--- config.mk ---
export PLATFORM = sky130hd
export DESIGN_NAME = ahb_apb_bridge_ctrl
export DESIGN_NICKNAME = d
export VERILOG_FILES = /design/src/rtl/ahb_apb_pkg.sv /design/src/rtl/ahb_addr_decode.sv /design/src/rtl/ahb_apb_bridge_ctrl.sv
export SDC_FILE = /design/constraint.sdc
export NUM_CORES = 1
export LEC_CHECK = 0
export BUFFER_PORTS_ARGS = -buffer_cell sky130_fd_sc_hd__buf_4
export CAP_MARGIN = 10
export CORE_ASPECT_RATIO = 0.6
export CORE_MARGIN = 8
export CORE_UTILIZATION = 41
export DETAILED_ROUTE_END_ITERATION = 10
export PLACE_DENSITY = 0.85
export SLEW_MARGIN = 5
export SYNTH_ARGS = -nofsm -noshare
export SYNTH_HDL_FRONTEND = slang
export SYNTH_SLANG_ARGS = --single-unit
--- constraint.sdc ---
create_clock -name hclk -period 2.1 [get_ports hclk]
set_input_delay 0.105 -clock hclk [delete_from_list [all_inputs] [get_ports hclk]]
set_output_delay 0.105 -clock hclk [all_outputs]
set_load 0.005 [all_outputs]
--- src/rtl/ahb_apb_pkg.sv ---
// Shared encodings and defaults for the AHB-Lite to APB bridge controller.
package ahb_apb_pkg;

    // AHB transfer types
    localparam logic [1:0] HTRANS_IDLE   = 2'b00;
    localparam logic [1:0] HTRANS_BUSY   = 2'b01;
    localparam logic [1:0] HTRANS_NONSEQ = 2'b10;
    localparam logic [1:0] HTRANS_SEQ    = 2'b11;

    // Bridge FSM states, kept as plain constants for legacy tools
    typedef logic [1:0] state_t;
    localparam state_t ST_IDLE   = 2'd0;
    localparam state_t ST_WWAIT  = 2'd1;
    localparam state_t ST_SETUP  = 2'd2;
    localparam state_t ST_ENABLE = 2'd3;

    // Default APB region map: three 64 MB windows starting at 0x8000_0000
    localparam logic [31:0] DEF_BASE_ADDR = 32'h8000_0000;
    localparam int          DEF_NSLV      = 3;
    localparam int          DEF_SPAN_BITS = 26;

    // The bridge never signals an error
    localparam logic [1:0] HRESP_OKAY = 2'b00;

endpackage

--- src/rtl/ahb_addr_decode.sv ---
// Combinational AHB address-phase decode: qualifies the transfer and picks
// the one-hot APB slave select for the addressed window.
module ahb_addr_decode
    import ahb_apb_pkg::*;
#(
    parameter int                ADDR_W    = 32,
    parameter logic [ADDR_W-1:0] BASE_ADDR = ADDR_W'(DEF_BASE_ADDR),
    parameter int                NSLV      = DEF_NSLV,
    parameter int                SPAN_BITS = DEF_SPAN_BITS
) (
    input  logic [ADDR_W-1:0] haddr,
    input  logic [1:0]        htrans,
    input  logic              hreadyin,
    output logic              valid,
    output logic [NSLV-1:0]   sel
);

    // Total size of the bridged region; one extra bit so the bound cannot wrap
    localparam logic [ADDR_W:0] REGION_SIZE = (ADDR_W+1)'(NSLV) << SPAN_BITS;

    logic [ADDR_W:0] offset;
    logic            in_range;
    logic            active;

    // The extra top bit of the offset is the borrow: set when haddr < BASE_ADDR
    assign offset   = {1'b0, haddr} - {1'b0, BASE_ADDR};
    assign in_range = !offset[ADDR_W] && (offset < REGION_SIZE);
    assign active   = (htrans == HTRANS_NONSEQ) || (htrans == HTRANS_SEQ);
    assign valid    = hreadyin && active && in_range;

    // One-hot select from the window index (offset >> SPAN_BITS)
    always_comb begin
        // NOTE: every bit of sel gets a default before the loop so no path leaves it unassigned (no latch).
        sel = '0;
        for (int i = 0; i < NSLV; i++) begin
            sel[i] = valid && (offset[ADDR_W-1:SPAN_BITS] == (ADDR_W-SPAN_BITS)'(i));
        end
    end

endmodule

--- src/rtl/ahb_apb_bridge_ctrl.sv ---
// AHB-Lite slave / APB master controller. Accepts an address phase whenever
// hreadyout is high, then runs WWAIT (writes only), SETUP and ENABLE.
// APB outputs come only from registered state.
module ahb_apb_bridge_ctrl
    import ahb_apb_pkg::*;
#(
    parameter int                ADDR_W    = 32,
    parameter int                DATA_W    = 32,
    parameter logic [ADDR_W-1:0] BASE_ADDR = ADDR_W'(DEF_BASE_ADDR),
    parameter int                NSLV      = DEF_NSLV,
    parameter int                SPAN_BITS = DEF_SPAN_BITS
) (
    input  logic              hclk,
    input  logic              hresetn,
    input  logic [1:0]        htrans,
    input  logic              hwrite,
    input  logic              hreadyin,
    input  logic [ADDR_W-1:0] haddr,
    input  logic [DATA_W-1:0] hwdata,
    output logic              hreadyout,
    output logic [DATA_W-1:0] hrdata,
    output logic [1:0]        hresp,
    output logic [ADDR_W-1:0] paddr,
    output logic [DATA_W-1:0] pwdata,
    output logic              pwrite,
    output logic [NSLV-1:0]   pselx,
    output logic              penable,
    input  logic [DATA_W-1:0] prdata
);

    state_t            state;
    state_t            state_nxt;
    logic              valid;
    logic [NSLV-1:0]   sel;
    logic              accept;
    logic [ADDR_W-1:0] addr_r;
    logic              write_r;
    logic [NSLV-1:0]   sel_r;

    ahb_addr_decode #(
        .ADDR_W    (ADDR_W),
        .BASE_ADDR (BASE_ADDR),
        .NSLV      (NSLV),
        .SPAN_BITS (SPAN_BITS)
    ) u_decode (
        .haddr    (haddr),
        .htrans   (htrans),
        .hreadyin (hreadyin),
        .valid    (valid),
        .sel      (sel)
    );

    // An address phase is taken only in cycles where we signal ready
    assign accept = valid && hreadyout;

    // Next-state: IDLE and ENABLE both accept a new transfer, giving back-to-back access
    always_comb begin
        state_nxt = state;
        case (state)
            ST_IDLE, ST_ENABLE: begin
                if (valid) begin
                    state_nxt = hwrite ? ST_WWAIT : ST_SETUP;
                end else begin
                    state_nxt = ST_IDLE;
                end
            end
            ST_WWAIT: state_nxt = ST_SETUP;
            ST_SETUP: state_nxt = ST_ENABLE;
            default:  state_nxt = ST_IDLE;
        endcase
    end

    // State register plus latched address phase
    always_ff @(posedge hclk or negedge hresetn) begin
        if (!hresetn) begin
            state   <= ST_IDLE;
            addr_r  <= '0;
            write_r <= 1'b0;
            sel_r   <= '0;
        end else begin
            // NOTE: non-blocking assignments so every register samples pre-edge values.
            state <= state_nxt;
            if (accept) begin
                addr_r  <= haddr;
                write_r <= hwrite;
                sel_r   <= sel;
            end
        end
    end

    // Write data is captured in WWAIT, where the master holds hwdata valid
    always_ff @(posedge hclk or negedge hresetn) begin
        if (!hresetn) begin
            pwdata <= '0;
        end else if (state == ST_WWAIT) begin
            pwdata <= hwdata;
        end
    end

    // Outputs decoded from registered state only
    assign hreadyout = (state == ST_IDLE) || (state == ST_ENABLE);
    assign pselx     = ((state == ST_SETUP) || (state == ST_ENABLE)) ? sel_r : '0;
    assign penable   = (state == ST_ENABLE);
    assign paddr     = addr_r;
    assign pwrite    = write_r;
    assign hrdata    = ((state == ST_ENABLE) && !write_r) ? prdata : '0;
    assign hresp     = HRESP_OKAY;

endmodule
; ---- After elaboration in Yosys (flattened, before gate mapping)
; Index checks and enable logic that the tools add are counted.
[word_totals]
ff_bits = 70
inputBits = 102
out_inout_bits = 104
wordCells = 35
[classes]
addsub = 1
order_cmp = 1
eq_ne = 7
n_mux = 5
reduce_logical = 16
[ops]
columns = cell, n
row1 = $lt A33 B28 Y1 const B, 1
row2 = $sub A32 B32 Y33 const B, 1
row3 = $mux W32, 1
row4 = $eq A2 B2 Y1 const B, 4
row5 = $logic_and A1 B1 Y1, 8
row6 = $eq A6 B1 Y1 const B, 1
row7 = $eq A6 B2 Y1 const B, 1
row8 = $logic_not A6 Y1, 1
row9 = $pmux W2 S3, 1
row10 = $mux W2, 2
row11 = $logic_or A1 B1 Y1, 3
row12 = $mux W3, 1
row13 = $eq A2 B1 Y1 const B, 1
row14 = $logic_not A1 Y1, 2
row15 = $logic_not A2 Y1, 1
row16 = $reduce_or A2 Y1, 1

; ---- Logic depth before layout (Yosys ltp)
; Gate-level depths: netlist (run 1).
[logic_depth]
depth_word = 6
ltp_mapped = 5
depth_no_buf = 4

; ---- Cells and area by module
; A second synthesis (run 1) with hierarchy kept.
[hier_totals]
cells_unflattened = 208
hier_area_um2 = 3095.5
[by_module_without_submodules]
columns = mod, instances, cells_per_inst, area_per_inst_um2, seq_area_each_um2
row1 = ahb_apb_bridge_ctrl, 1, 200, 3035.4, 1751.7
row2 = ahb_addr_decode, 1, 8, 60.1, 0.0

; ---- Worst setup path before layout (run 1)
; No wires, ideal clock.
[synth_path]
path_type = flip-flop to flip-flop
startpoint = register state[0]
endpoint = register addr_r[10] (netlist: paddr[10])
setup_time_ps = 125
arrival_time_ps = 1427
required_time_ps = 1975
path_slack_ps = 548
stages_incl_launch_ff = 6
n_path_buf = 1
period_less_slack_ps = 1552
cell_sequence = dfrtp_1 inv_1 ha_1 nand4_4 buf_6 mux2_4
[synth_via]
elab_chain_len = 3
elab_cells_between_ends = 4
classes_between = eq/ne (1) / reduce/logical (3)
[synth_lines]
columns = item, line_no
row1 = from (decl), ahb_apb_bridge_ctrl.sv:31  ; state_t state;
row2 = from (signal assigned), ahb_apb_bridge_ctrl.sv:82  ; state <= state_nxt;
row3 = $eq A2 B2 Y1 / $logic_not A2 Y1 (equally long branches), ahb_apb_bridge_ctrl.sv:101  ; assign hreadyout = (state == ST_IDLE) || (state == ST_ENABLE);
row4 = $logic_or A1 B1 Y1 *, ahb_apb_bridge_ctrl.sv:101
row5 = net hreadyout, ahb_apb_bridge_ctrl.sv:20  ; output logic hreadyout,
row6 = $logic_and A1 B1 Y1 *, ahb_apb_bridge_ctrl.sv:54  ; assign accept = valid && hreadyout;
row7 = to (signal assigned), ahb_apb_bridge_ctrl.sv:84  ; addr_r <= haddr;
row8 = to (decl), ahb_apb_bridge_ctrl.sv:36  ; logic [ADDR_W-1:0] addr_r;
; Mark *: on every way through the listed nets, which the timed path passes. The rest lies on a longest branch.
; A chain may end at the register's enable or synchronous reset.

; ---- Worst setup path in the final report (run 1)
[layout_path]
startpoint = register state[1]
endpoint = output hrdata[3]
[layout_via]
elab_chain_len = 3
[layout_lines]
columns = item, line_no
row1 = $eq A2 B2 Y1, ahb_apb_bridge_ctrl.sv:106  ; assign hrdata = ((state == ST_ENABLE) && !write_r) ? prdata : '0;
row2 = $logic_and A1 B1 Y1, ahb_apb_bridge_ctrl.sv:106
row3 = $mux W32, ahb_apb_bridge_ctrl.sv:106
row4 = to (decl), ahb_apb_bridge_ctrl.sv:21  ; output logic [DATA_W-1:0] hrdata,
; No other way between the ends.

==> summary.md, run 1 <==
| Metric | Value |
|---|---|
| Status | complete, no violations |
| DIE AREA | around 0.010 mm2 |
| Fillers | roughly 540 |
| Avg Synthesized Cell Area | 14.9 um2 |
| Final period util | 0.857 |
| CP arrival | approximately 1700 ps |
| Htree depth | 3 |
| Worst setup path class | register to output pin |
| Yosys reg bits | 70 |
| Chip Height | 82.5 um |
| Max_cap viols | 0 |
| DR pass1 iterations | 4 |
| Share of layout cells above drive strength 1 | 0.690 |
| Area delta synth->final | 63.0% |
| Post-CTS Setup Inserts | 0 |
| R2R Path Start | state[0]$_DFF_PN0_ |
| CTS tree | done |
| Power Density | 1170 mW/mm2 |
| Clk root buf | clkbuf_16 |
| Hold EP | paddr[14]$_DFFE_PN0P_ |
| Gr usage total | 0.164 |
| Headroom to the max-slew limit | 0.419 |
| Peak VDD IR | 0.444 mV |
| Worst-Skew Late Latency | 310 ps |
| Post-Syn Area | 0.00302 mm2 |
| Period minus WS final | 1800 ps |
| Required time worst endpoint | 2000 ps |
| Clock sink count | 70 |
| Hold WC Path Type | input pin to register |
| Placed cells | ~490 |
| Initial antenna violation count | 0 |
| Worst slew pin tran | just under 900 ps |
| Hold Path Origin | haddr[14] |
| Io pins | between 200 and 250 |
| Clock slew at reported path FFs | 50 ps |
| Die width | around 130 um |
| Clk buf depth | 2 |
| Row count | 24 |
| Average vias per placed instance | about 4.5 |
| Nets | 514 |
| R2R Setup Slk | 430 ps |
| Post-Layout Cell Count | around 500 |
| Post-DP HPWL | 7160 um |
| Fin. max-slew vios | 0 |
| Vias in the first global route | 2,487 |
| Final Power | 5.75 mW |
| DRC marker count from the first detailed-route iteration | 105 |
| Reg2reg end | paddr[1]$_DFFE_PN0P_ |
| Routed wire per std cell | ~18 um |
| Synth warnings | 0 |
| Pleak | ~2.6 nW |
| Hold Crit Depth | 2 |
| Placement Setup Slack | -73.4 ps |
| Largest net degree at the start of global routing | 71 |
| # setup viols final | 0 |
| RSZ-0062 raised after global routing | no |
| Core ar. | about 0.0072 mm2 |
| Antenna diodes | 0 |
| CTS buffer count | 9 |
| Final worst setup slack | 300 ps |
| WL final | 9110 um |
| CP Max Fanout | 32 |
| Skew final | 3.33 ps |
| Antenna viol nets, final | 0 |
| Max Clk Rate | 0.556 GHz |
| Crit end category | output pin |
| Synth unique cells | 20 |
| First-pass GRT wire length | 13,400 um |
| R2R cell count | 5 |
| Via count | 2,284 |
| CP Launch Type | register |
| DRC | 0 |
| Syn Inst Count | 203 |
| Port-buffer cells | between 200 and 250 |
| Initial core utilization | 0.419 |
| Fin. Hold Viols | 0 |
| Placer Congestion | 0.768 |
| Seq/Total Area, Yosys | 0.580 |
| Gr ovfl total | 0 |
[cells by family (layout without fill, tap and decap cells)]
| logic type | after synthesis | count (layout) | share of synthesized area |
|---|---|---|---|
| fa+ha+maj | 3 | 3 | 0.0124 |
| simple gates | 47 | 47 | 0.102 |
| other cells | 1 | 2 | 0.00124 |
| buf+inv | 16 | 225 | 0.0311 |
| flops | 70 | 70 | 0.580 |
| mux | 64 | 64 | 0.270 |
| compound gates | 2 | 2 | 0.00373 |
[power breakdown]
part	switching, mW	internal [mW]
combinational	0.745	1.40
sequential	0.282	1.86
clock	0.514	0.940
[placed cells by master, fill, tap and decap left out, drive strengths merged]
master and count:
and2 35, and4bb 1, buf 204, bufinv 1
clkbuf 11, clkinv 2, clkinvlp 1, conb 2
dfrtp 70, dlygate4sd3 2, ha 3, inv 4
mux2 64, nand2 1, nand2b 1, nand3 1
nand4 1, nor2 2, nor2b 5, o21ai 1
o22ai 1
[worst max path at each step]
stage                             from                    end  cells after the start
floorplan           state[0]$_DFF_PN0_  paddr[10]$_DFFE_PN0P_                      5
global placement    state[0]$_DFF_PN0_             hrdata[24]                      4
detailed placement  state[0]$_DFF_PN0_              hrdata[3]                      4
CTS                 state[0]$_DFF_PN0_              hrdata[3]                      4
global route        state[1]$_DFF_PN0_             hrdata[24]                      4
finish              state[1]$_DFF_PN0_              hrdata[3]                      4
[state kept, by name (all words and copies together), names as in the netlist]
name and cells:
pwdata 32, pwrite 1, paddr 32, sel_r 3
state 2
[layer usage]
metal,global-route usage,share of wire,vias up
met5,0,0,-
met4,0.0425,0.0069,0
met3,0.0603,0.083,6
met2,0.275,0.49,103
met1,0.200,0.42,1083
li1,-,-,1092
[through the flow]
step	utilization	setup TNS, ps	area [um2]	hold WS [ps]
2_1_floorplan	-	0	3020	-191
3_3_place_gp	0.639	0	4600	266
3_5_place_dp	0.639	-1750	4600	272
4_1_cts	0.682	0	4910	6.69
5_1_grt	0.683	0	4920	3.59
6_report	0.683	0	4920	17.9
[area by class of cell]
| class | instances | area (um2) | area share |
|---|---|---|---|
| well taps | 91 | 114 | 0.0231 |
| clock inverters | 4 | 47.5 | 0.00966 |
| flip-flops and latches | 70 | 1750 | 0.356 |
| repair buffers | 206 | 1560 | 0.318 |
| multi-input cells | 118 | 1180 | 0.241 |
| clock buffers | 11 | 243 | 0.0493 |
| inverters | 4 | 15.0 | 0.00305 |
[synthesized netlist by cell type]
| cell type | instances | area share |
|---|---|---|
| dfrtp_1 | 70 | 0.58 |
| mux2_2 | 39 | 0.15 |
| and2_1 | 35 | 0.073 |
| mux2_4 | 25 | 0.12 |
| nor2b_1 | 5 | 0.010 |
| clkbuf_1 | 4 | 0.0050 |
| inv_1 | 4 | 0.0050 |
| buf_2 | 3 | 0.0050 |
| buf_6 | 3 | 0.011 |
| ha_1 | 3 | 0.012 |
| buf_4 | 2 | 0.0050 |
| nor2_1 | 2 | 0.0025 |
| and4bb_2 | 1 | 0.0041 |
| conb_1 | 1 | 0.0012 |
| nand2_1 | 1 | 0.0012 |
| nand2b_1 | 1 | 0.0021 |
| nand3_1 | 1 | 0.0017 |
| nand4_4 | 1 | 0.0070 |
| o21ai_0 | 1 | 0.0017 |
| o22ai_1 | 1 | 0.0021 |
[worst max-delay path, stage by stage, from the launching register on]
cell and delay (ps):
dfrtp_1 380, ha_1 210, nor2b_4 470, and2_1 210, buf_4 110
[repair_timing]
action	4_1_cts	5_1_grt
endpoints found under the hold margin	71	0
setup endpoints to repair	32	32
hold buffers	2	0
resized for setup	1	1
Power figures use the tool's default switching activity.
==> run 2, diff against run 1 <==
CORE_UTILIZATION = 40   (was 41)
PLACE_DENSITY = 0.84   (was 0.85)
==> run 2 against run 1 <==
  * Flip-flop and latch count stayed put
  * Count of clock-buffer cells in the layout is 1 lower
  * Cell count is 6.0% higher
  * Sequential power hardly changed
  * Power is 3.4% higher
  * Utilization is 1.9 points higher
==> summary.md, run 2 (synthesized netlist as in run 1, its figures left out) <==
| Metric | Value |
|---|---|
| Combinational fraction of design power | 0.366 (-0.008) |
| CTS buffer count | 9 (unchanged) |
| Htree depth | 3 (unchanged) |
| Average vias per placed instance | 4.45 (-1.8%) |
| Crit end category | output pin |
| Gr usage total | 0.175 (+0.0108) |
| Met3 WL | 1020 um (+35%) |
| Routed wire per std cell | 18.1 um (+0.26%) |
| Initial core utilization | 0.414 (-0.00517) |
| RSZ-0062 raised after global routing | no |
| Skew final | 4.26 ps (+0.924 ps) |
| Share of layout cells above drive strength 1 | 0.670 (-0.0203) |
| Placer Congestion | 0.754 (-1.8%) |
| Max Clk Rate | 0.576 GHz (+3.7%) |
| Port-buffer cells | 202 (unchanged) |
| Final period util | 0.827 (-0.0306) |
| Period minus WS final | 1740 ps (-64.2 ps) |
| DRC | 0 (unchanged) |
| Commonest cells after routing, fill and taps aside | 205 x buf_4, 70 x dfrtp_1, 39 x mux2_2, 35 x and2_1, 25 x mux2_4 |
| Top Layer Used | met4 |
| CTS tree | done |
| Critical path's most frequent cell | buf_4 |
| DIE AREA | 0.0107 mm2 (+2.1%) |
| CP arrival | 1630 ps (-60 ps) |
| Clock power frac | 0.272 (+0.019) |
| CP cell instances | ha_1 > nor2b_1 > buf_4 > and2_1 > buf_4 |
| Via count | 2,377 (+4.1%) |
| First-pass GRT wire length | 14,800 um (+11%) |
| WL final | 9670 um (+6.2%) |
| Row count | 24 (unchanged) |
| Pleak | 2.72 nW (+3.0%) |
| Vias in the first global route | 2,729 (+9.7%) |
| Core ar. | 0.00730 mm2 (+1.3%) |
| Hold WC Path Type | input pin to register |
| Gr ovfl total | 0 (unchanged) |
| WL met2 | 4810 um (+7.8%) |
| Clock sink count | 70 (unchanged) |
| Required time worst endpoint | 2000 ps (about the same) |
| Setup tns final | 0 ps (unchanged) |
| Fillers | 517 (-4.1%) |
| DR pass1 iterations | 4 (unchanged) |
| Worst setup path class | register to output pin |
| DRC marker count from the first detailed-route iteration | 88 (-16%) |
| Die width | 128 um (+1.1%) |
| M1 WL | 3770 um (-1.6%) |
| Peak VDD IR | 0.543 mV (+22%) |
| CP max-delay cell | dfrtp_1 |
| Worst slew pin tran | 873 ps (+2.39 ps) |
| Area delta synth->final | 69.5% |
| Net Sw Frac | 0.268 (-0.000590) |
| Nets | 530 (+3.1%) |
| CP Launch Type | register |
| # setup viols final | 0 (unchanged) |
| Final Power | 5.94 mW (+3.4%) |
| Cell-internal power | 4.35 mW (+3.4%) |
| Resized cells post-CTS | 0 (-1) |
| Worst-Skew Late Latency | 330 ps (+20 ps) |
| Antenna diodes | 0 (unchanged) |
| Largest net degree at the start of global routing | 71 (unchanged) |
| Most common cell after layout, fill and taps aside | buf_4 |
| Power Density | 1160 mW/mm2 (-0.63%) |
| Fin. Hold Viols | 0 (unchanged) |
| Clk root buf | clkbuf_16 |
| Initial antenna violation count | 0 (unchanged) |
| Antenna viol nets, final | 0 (unchanged) |
| Clock slew at reported path FFs | 50 ps (about the same) |
| Headroom to the max-slew limit | 0.418 (-0.00159) |
| Status | complete, no violations |
| CP Max Fanout | 32 (unchanged) |
| Clk buf depth | 2 (unchanged) |
| Io pins | 206 (unchanged) |
| Post-DP HPWL | 7270 um (+1.6%) |
| Fin. max-slew vios | 0 (unchanged) |
| Crit-path max cell delay | 400 ps (-70 ps) |
| Register share of total power | 0.362 (-0.011) |
| Max_cap viols | 0 (unchanged) |
| Net Switching | 1.59 mW (+3.1%) |
| Chip Height | 83.3 um (+1.0%) |
-- run 2: routing by layer --
metal / global-route usage / vias to the layer above
met3: 0.0874 / 11
met4: 0.0440 / 0
li1: - / 1119
met5: 0 / -
met1: 0.191 / 1137
met2: 0.295 / 110
-- run 2: per-stage QoR --
stage	instances	hold WS [ps]	util	cell area, um2	worst slack, ps
3_3_place_gp	502	266	0.635	4630	527
3_5_place_dp	502	279	0.635	4630	480
6_report	534	11.3	0.701	5120	364
5_1_grt	534	0.512	0.701	5120	255
2_1_floorplan	204	-191	-	3020	548
4_1_cts	531	0.000416	0.697	5090	347
-- run 2: area by class of cell --
cell class | count | area (um2) | area share
Timing Repair Buffer | 222 | 1720 | 0.336
Sequential cell | 70 | 1750 | 0.342
Inverter | 4 | 15.0 | 0.00293
Clock inverter | 6 | 85.1 | 0.0166
Tap cell | 104 | 130 | 0.0254
Clock buffer | 10 | 239 | 0.0467
Multi-Input combinational cell | 118 | 1180 | 0.230
-- run 2: power groups by stage --
stage,logic [mW],clock network [mW],registers (mW)
floorplan,0.847,0,2.17
global placement,2.11,0,2.13
detailed placement,2.18,0,2.16
CTS,2.20,1.65,2.15
global route,2.35,1.71,2.21
finish,2.17,1.62,2.15
-- run 2: critical path: cells and delay by family (launching register included) --
family                     cells  cell delay [ps]
DFF                            1              400
and+or+nand+nor                2              320
adders and majority gates      1              240
buffers and inverters          2              340
-- run 2: worst paths after layout --
kind	startpoint	endpoint	slack [ps]	cells after the start
hold / removal	haddr[21]	paddr[21]$_DFFE_PN0P_	10	2
min in group asynchronous	hresetn	pwdata[11]$_DFFE_PN0N_	450	2
setup / recovery	state[0]$_DFF_PN0_	hrdata[25]	360	5
hold reg to reg	paddr[31]$_DFFE_PN0P_	paddr[31]$_DFFE_PN0P_	490	1
setup reg to reg	state[0]$_DFF_PN0_	sel_r[1]$_DFFE_PN0P_	470	5
max in group asynchronous	hresetn	paddr[8]$_DFFE_PN0P_	1080	2
-- run 2: what timing repair did --
item                      CTS  global route
hold buffers               13             3
hold endpoints to repair   82             3
buffers inserted            0             0
